--- src/rtl/panel_switches.sv ---
// Front-panel switch conditioner: synchronises and debounces the five active-low
// panel buttons and turns them into single-cycle command pulses for the CPU.
module panel_switches #(
    parameter logic [15:0] DB_COUNT      = 16'd50000,
    parameter logic [23:0] REPEAT_DELAY  = 24'd6000000,
    parameter logic [23:0] REPEAT_PERIOD = 24'd1200000
) (
    input  logic       SYSCLK,
    input  logic       RESETn,
    input  logic       pin_CLEAR,
    input  logic       pin_RUN,
    input  logic       pin_HALT,
    input  logic       pin_STEPM,
    input  logic       pin_STEPI,
    output logic       sw_CLEAR,
    output logic       sw_RUN,
    output logic       sw_HALT,
    output logic       sw_STEPM,
    output logic       sw_STEPI,
    output logic [4:0] held
);

    localparam int CLR = 4;
    localparam int RUN = 3;
    localparam int HLT = 2;
    localparam int STM = 1;
    localparam int STI = 0;

    logic [4:0]  pins;
    logic [4:0]  sync1;
    logic [4:0]  sync2;
    logic [4:0]  db;
    logic [4:0]  db_d;
    logic [4:0]  press;
    logic [15:0] cnt [5];
    logic [1:0]  rpt_on;
    logic [1:0]  rep_evt;
    logic [23:0] tmr [2];
    logic        lock;
    logic        nxt_clear;
    logic        nxt_run;
    logic        nxt_halt;
    logic        nxt_stepm;
    logic        nxt_stepi;

    assign pins  = {pin_CLEAR, pin_RUN, pin_HALT, pin_STEPM, pin_STEPI};
    assign held  = db;
    assign press = db & ~db_d;
    assign lock  = db[CLR];

    // Synchroniser stores the inverted pin so that reset value 0 means "released".
    always_ff @(posedge SYSCLK) begin
        if (!RESETn) begin
            sync1 <= '0;
            sync2 <= '0;
        end else begin
            sync1 <= ~pins;
            sync2 <= sync1;
        end
    end

    always_ff @(posedge SYSCLK) begin
        if (!RESETn) begin
            db   <= '0;
            db_d <= '0;
            for (int i = 0; i < 5; i++) cnt[i] <= '0;
        end else begin
            db_d <= db;
            for (int i = 0; i < 5; i++) begin
                if (sync2[i] == db[i]) begin
                    cnt[i] <= '0;
                end else if (cnt[i] == DB_COUNT - 16'd1) begin
                    db[i]  <= sync2[i];
                    cnt[i] <= '0;
                end else begin
                    cnt[i] <= cnt[i] + 16'd1;
                end
            end
        end
    end

    // Repeat timers for STEPI (index 0) and STEPM (index 1); they share bit
    // positions with db so a release or CLEAR lockout idles them at once.
    always_comb begin
        rep_evt = '0;
        for (int j = 0; j < 2; j++)
            rep_evt[j] = rpt_on[j] & db[j] & ~lock & (tmr[j] == '0);
    end

    always_ff @(posedge SYSCLK) begin
        for (int j = 0; j < 2; j++) begin
            if (!RESETn || lock || !db[j]) begin
                rpt_on[j] <= 1'b0;
                tmr[j]    <= '0;
            end else if (press[j]) begin
                rpt_on[j] <= (REPEAT_DELAY != 24'd0);
                tmr[j]    <= REPEAT_DELAY;
            end else if (rpt_on[j]) begin
                tmr[j] <= (tmr[j] == '0) ? REPEAT_PERIOD : tmr[j] - 24'd1;
            end
        end
    end

    // A CLEAR event implies lock, so gating on lock also suppresses RUN/STEP on it.
    always_comb begin
        nxt_clear = 1'b0;
        nxt_run   = 1'b0;
        nxt_halt  = 1'b0;
        nxt_stepm = 1'b0;
        nxt_stepi = 1'b0;
        nxt_clear = press[CLR];
        nxt_halt  = press[HLT] & ~press[CLR];
        nxt_run   = press[RUN] & ~lock & ~press[HLT];
        nxt_stepm = (press[STM] | rep_evt[1]) & ~lock;
        nxt_stepi = (press[STI] | rep_evt[0]) & ~lock;
    end

    always_ff @(posedge SYSCLK) begin
        if (!RESETn) begin
            sw_CLEAR <= 1'b0;
            sw_RUN   <= 1'b0;
            sw_HALT  <= 1'b0;
            sw_STEPM <= 1'b0;
            sw_STEPI <= 1'b0;
        end else begin
            sw_CLEAR <= nxt_clear;
            sw_RUN   <= nxt_run;
            sw_HALT  <= nxt_halt;
            sw_STEPM <= nxt_stepm;
            sw_STEPI <= nxt_stepi;
        end
    end

endmodule

--- config.mk ---
export PLATFORM = sky130hd
export DESIGN_NAME = panel_switches
export DESIGN_NICKNAME = d
export VERILOG_FILES = /design/src/rtl/panel_switches.sv
export SDC_FILE = /design/constraint.sdc
export NUM_CORES = 1
export LEC_CHECK = 0
export ABC_CLOCK_PERIOD_IN_PS = 2400
export CAP_MARGIN = 5
export CORE_UTILIZATION = 58
export CTS_BUF_LIST = sky130_fd_sc_hd__clkbuf_8
export CTS_CLUSTER_DIAMETER = 150
export DETAILED_ROUTE_END_ITERATION = 8
export GPL_TIMING_DRIVEN = 0
export MAX_ROUTING_LAYER = met4
export PLACE_DENSITY = 0.88
export SLEW_MARGIN = 5
export SYNTH_ARGS = -nofsm -noshare
export SYNTH_HDL_FRONTEND = slang
export SYNTH_SLANG_ARGS = --single-unit
export TNS_END_PERCENT = 20
--- constraint.sdc ---
create_clock -name SYSCLK -period 2.4 [get_ports SYSCLK]
set_clock_uncertainty 0.1 [all_clocks]
set_input_delay 0.48 -clock SYSCLK [delete_from_list [all_inputs] [get_ports SYSCLK]]
set_output_delay 0.48 -clock SYSCLK [all_outputs]
set_load 0.01 [all_outputs]
# ---- After elaboration in Yosys (flattened, before gate mapping)
# Memories as Yosys holds them, arrays and structs flattened.
# Cells that the tools add are included.
dict set report word_totals {
  reg_bits 27
  ramBits 128
  input_bits 7
  output_inout_bits 10
  wordCells 185
  mem_count 2
}
dict set report op_classes {
  n_addsub 7
  eq_ne 10
  muxes 95
  n_bitwise 43
  reduce_logical 13
}
# memory words width read_ports rd_clocked_by_memory_dff wr line_no
set mem_list {}
lappend mem_list {cnt 5 16 5 0 5 35} ;# logic [15:0] cnt [5];
lappend mem_list {tmr 2 24 2 0 2 38} ;# logic [23:0] tmr [2];
# operator n
set op_table {}
lappend op_table {{2-to-1 mux 16 bit} 15}
lappend op_table {{2-to-1 mux 24 bit} 6}
lappend op_table {{adder 16 x 1 -> 16 bit, second input constant} 5}
lappend op_table {{== test 16 bit, second input constant} 5}
lappend op_table {{2-to-1 mux 1 bit} 74}
lappend op_table {{logical NOT 24 bit} 2}
lappend op_table {{subtractor 24 x 1 -> 24 bit, second input constant} 2}
lappend op_table {{OR 1 bit} 21}
lappend op_table {{bitwise AND 1 bit} 11}
lappend op_table {{inverter 5 bit} 2}
lappend op_table {{AND reduction 2 bit} 5}
lappend op_table {{inverter 1 bit} 8}
lappend op_table {{bitwise AND 5 bit} 1}
lappend op_table {{== test 1 bit} 5}
lappend op_table {{logical NOT 1 bit} 3}
lappend op_table {{logical OR 1 bit} 3}

# ---- Logic depth before layout (Yosys ltp)
dict set report depth {
  depth_word 7
  depth_mapped 8
  mapped_depth_nobuf 7
}

# ---- Worst setup path after synthesis
# Ideal clock, no wire load.
dict set report synth_timing {
  path_type {flip-flop to flip-flop}
  start {mem tmr[1][17]}
  end {mem tmr[1][12] (data pin)}
  setup_time_ns 0.257
  t_arrival_ns 2.158
  required_time_ns 2.043
  slack_ns -0.115
  path_stages_with_launch 8
  path_buffers 2
  period_less_slack_ns 2.515
  path_cell_list {edfxtp_1 or4_4 or4_1 or3_1 buf_6 nand2_1 buf_2 nor2_1}
}
# element line_no
set synth_lines {}
lappend synth_lines {{from (decl)} 38}

==> results.json <==
{
  "status": "finished, violations left",
  "violations": "negative setup slack",
  "netlist_area_mm2": 0.00775,
  "end_kind": "flip-flop",
  "hold_path_class": "reg -> reg",
  "die_h_um": 118,
  "track_usage_pct": 21.6,
  "htreeDepth": 4,
  "synth_edf_count": 128,
  "via_count": 5433,
  "synth-main-ff-cell": "edfxtp_1",
  "antenna_cells": 0,
  "fin_crit_ns": 2.60,
  "setup_viol": 23,
  "hold_violations": 0,
  "io_buffers": 16,
  "worstSetupPathType": "reg -> reg",
  "post-route-drc-count": 0,
  "yosys.area.top_type_share_pct": 49.6,
  "clockBufferDepth": 2,
  "drive_gt1_share_pct": 7.85,
  "dpl.hpwl_um": 9320,
  "vdd_drop_max_mv": 0.490,
  "avgSynthCellArea_um2": 10.7,
  "core_mm2": 0.0128,
  "via_per_inst": 5.30,
  "p_total_mw": 5.44,
  "place_ws_ns": -0.892,
  "final_cell_mix": "nor2_1, edfxtp_1, conb_1",
  "worst_slack_ns": -0.205,
  "yosys-top-cells-area": "edfxtp_1, dfxtp_1, nor2_1",
  "num_rows": 41,
  "drtIter0Drc": 363,
  "first_pass_iters": 5,
  "grt_pass1_wl_um": 23000,
  "synthCells": 722,
  "cts_tree": "built",
  "yosys_warnings": 0,
  "worstPathRequired_ns": 2.60,
  "antenna_left": 0,
  "path_clk_slew_ns": 0.08,
  "ys_async_sr_fraction_pct": 0,
  "final_net_count": 857,
  "ys_types": 40,
  "grt_max_degree": 25,
  "relSlewSlack_pct": 61.0,
  "cap_violations": 0,
  "place_congestion": 0.829,
  "cellLeakagePower_nw": 3.65,
  "worstSetupStartpointType": "flip-flop",
  "die_area_mm2": 0.0138,
  "cts.sinks": 155,
  "rsz0062_at_grt": "true",
  "final_common_cell": "nor2_1",
  "die_x_um": 118,
  "synth-seq-cells": 155,
  "cts_made_buffers": 17,
  "grt_pass1_vias": 5073,
  "io-pin-count": 17,
  "cp.arrival_ns": 2.81,
  "synth_area_leader_cell": "edfxtp_1",
  "clock.fmax_mhz": 384,
  "grt_overflow": 0,
  "drt_wl_total_um": 14100,
  "clkLatencyLatePin_ns": 0.45,
  "path_max_fanout": 8,
  "syn2layout_area_growth_pct": 16.7,
  "powerDensity_mw_per_mm2": 600,
  "antenna_found_initial": 0,
  "layout_worst_path_cycle_share_pct": 109,
  "worstMarginPinSlew_ns": 0.584,
  "slew_viol_final": 0,
  "start_util_pct": 60.5,
  "root_buffer": "clkbuf_8",
  "yosysSeqAreaShare_pct": 56.5,
  "wl_per_cell_um": 13.8
}
==> state kept, by name, summed over array words and instances, names as in the netlist <==
register and count:
cnt 80, tmr 48, db_d 5, held 5, sync1 5, sync2 5
rpt_on 2, sw_CLEAR 1, sw_HALT 1, sw_RUN 1, sw_STEPI 1, sw_STEPM 1
==> critical path, cell delays in order, from the launching register on <==
cell and delay [ns]:
edfxtp_1 0.46, or4_4 0.56, or4_4 0.44, or3_1 0.33, buf_6 0.15, and2_4 0.15
buf_6 0.14, a21oi_2 0.13
==> cells by family (layout without fill, tap and decap cells) <==
| group | Yosys count | after routing | share of synthesized area [%] |
|---|---|---|---|
| compound gates | 36 | 36 | 2.79 |
| xor+xnor | 113 | 113 | 12.8 |
| fa+ha+maj | 9 | 9 | 1.45 |
| buf+inv | 36 | 89 | 1.95 |
| flops | 155 | 155 | 56.5 |
| mux | 5 | 5 | 0.645 |
| other cells | 1 | 80 | 0.0484 |
| simple gates | 367 | 367 | 23.8 |
==> report_power, final <==
group	switching (mW)	total (mW)	internal, mW	leakage, nW
combinational	0.0815	0.145	0.0635	1.77
sequential	0.0687	3.03	2.96	1.64
clock	0.948	2.26	1.32	0.246
total	1.10	5.44	4.34	3.65
==> Yosys cell counts, types with 2 or more instances <==
cell type / number
buf_6: 2
nand4_1: 29
nand3b_1: 4
o21ai_0: 14
xor2_1: 56
inv_1: 17
mux2i_1: 5
o21a_1: 2
and2_1: 13
or4_1: 2
and4b_1: 2
or2_2: 2
a21oi_2: 4
and3_1: 12
nor4bb_1: 3
nor2_1: 140
nand2_1: 40
and4_1: 5
nand3_1: 30
nor3b_1: 7
dfxtp_1: 27
a21oi_1: 12
or3_1: 11
nor4_1: 17
clkbuf_1: 16
nor2b_1: 13
o31a_1: 2
ha_1: 9
nand4b_1: 4
nand2b_1: 4
edfxtp_1: 128
xnor2_1: 57
nor3_1: 26
==> per-layer routing <==
layer  track usage [%]  vias to the layer above  wire [um]
met4              8.89                        0        312
met1              26.2                     2585       6330
met3              5.18                       28        439
met5                 -                        -          0
li1                  -                     2726          -
met2              34.7                       94       7060
==> cell type report <==
type	instances	area (um2)
clock buffer	20	275
tap	172	215
multi-input combinational	610	3600
buffer	19	104
timing repair buffer	21	211
clock inverter	12	194
sequential	155	4390
fill	945	3770
inverter	17	63.8
==> timing repair <==
| action | in CTS | in global routing |
|---|---|---|
| buffers inserted | 0 | 2 |
| gates resized for setup | 16 | 13 |
| cloned | 0 | 1 |
| hold buffers | 0 | 0 |
| pin swaps | 5 | 1 |
| endpoints found under the setup margin | 106 | 55 |
==> worst paths after layout <==
check | startpoint | end | slack [ns] | cells after the start
hold reg to reg | sync1[0] | sync2[0] | 0.34 | 1
setup / recovery | tmr[1][16] | tmr[1][7] | -0.20 | 7
hold / removal | sync1[0] | sync2[0] | 0.34 | 1
setup reg to reg | tmr[1][16] | tmr[1][7] | -0.20 | 7
==> per-stage QoR <==
step           util, %  setup TNS [ns]  hold slack (ns)  cell area (um2)  std cells
2_1_floorplan        -          -0.665            0.292             8060        801
3_3_place_gp      65.8          -50.97            0.314             8440        989
3_5_place_dp      65.8          -57.81            0.321             8440        989
4_1_cts           69.9           -4.91            0.341             8960       1021
5_1_grt           70.6           -4.47            0.360             9050       1026
6_report          70.6           -3.35            0.338             9050       1026
No activity file was read; power rests on OpenSTA's default activity.
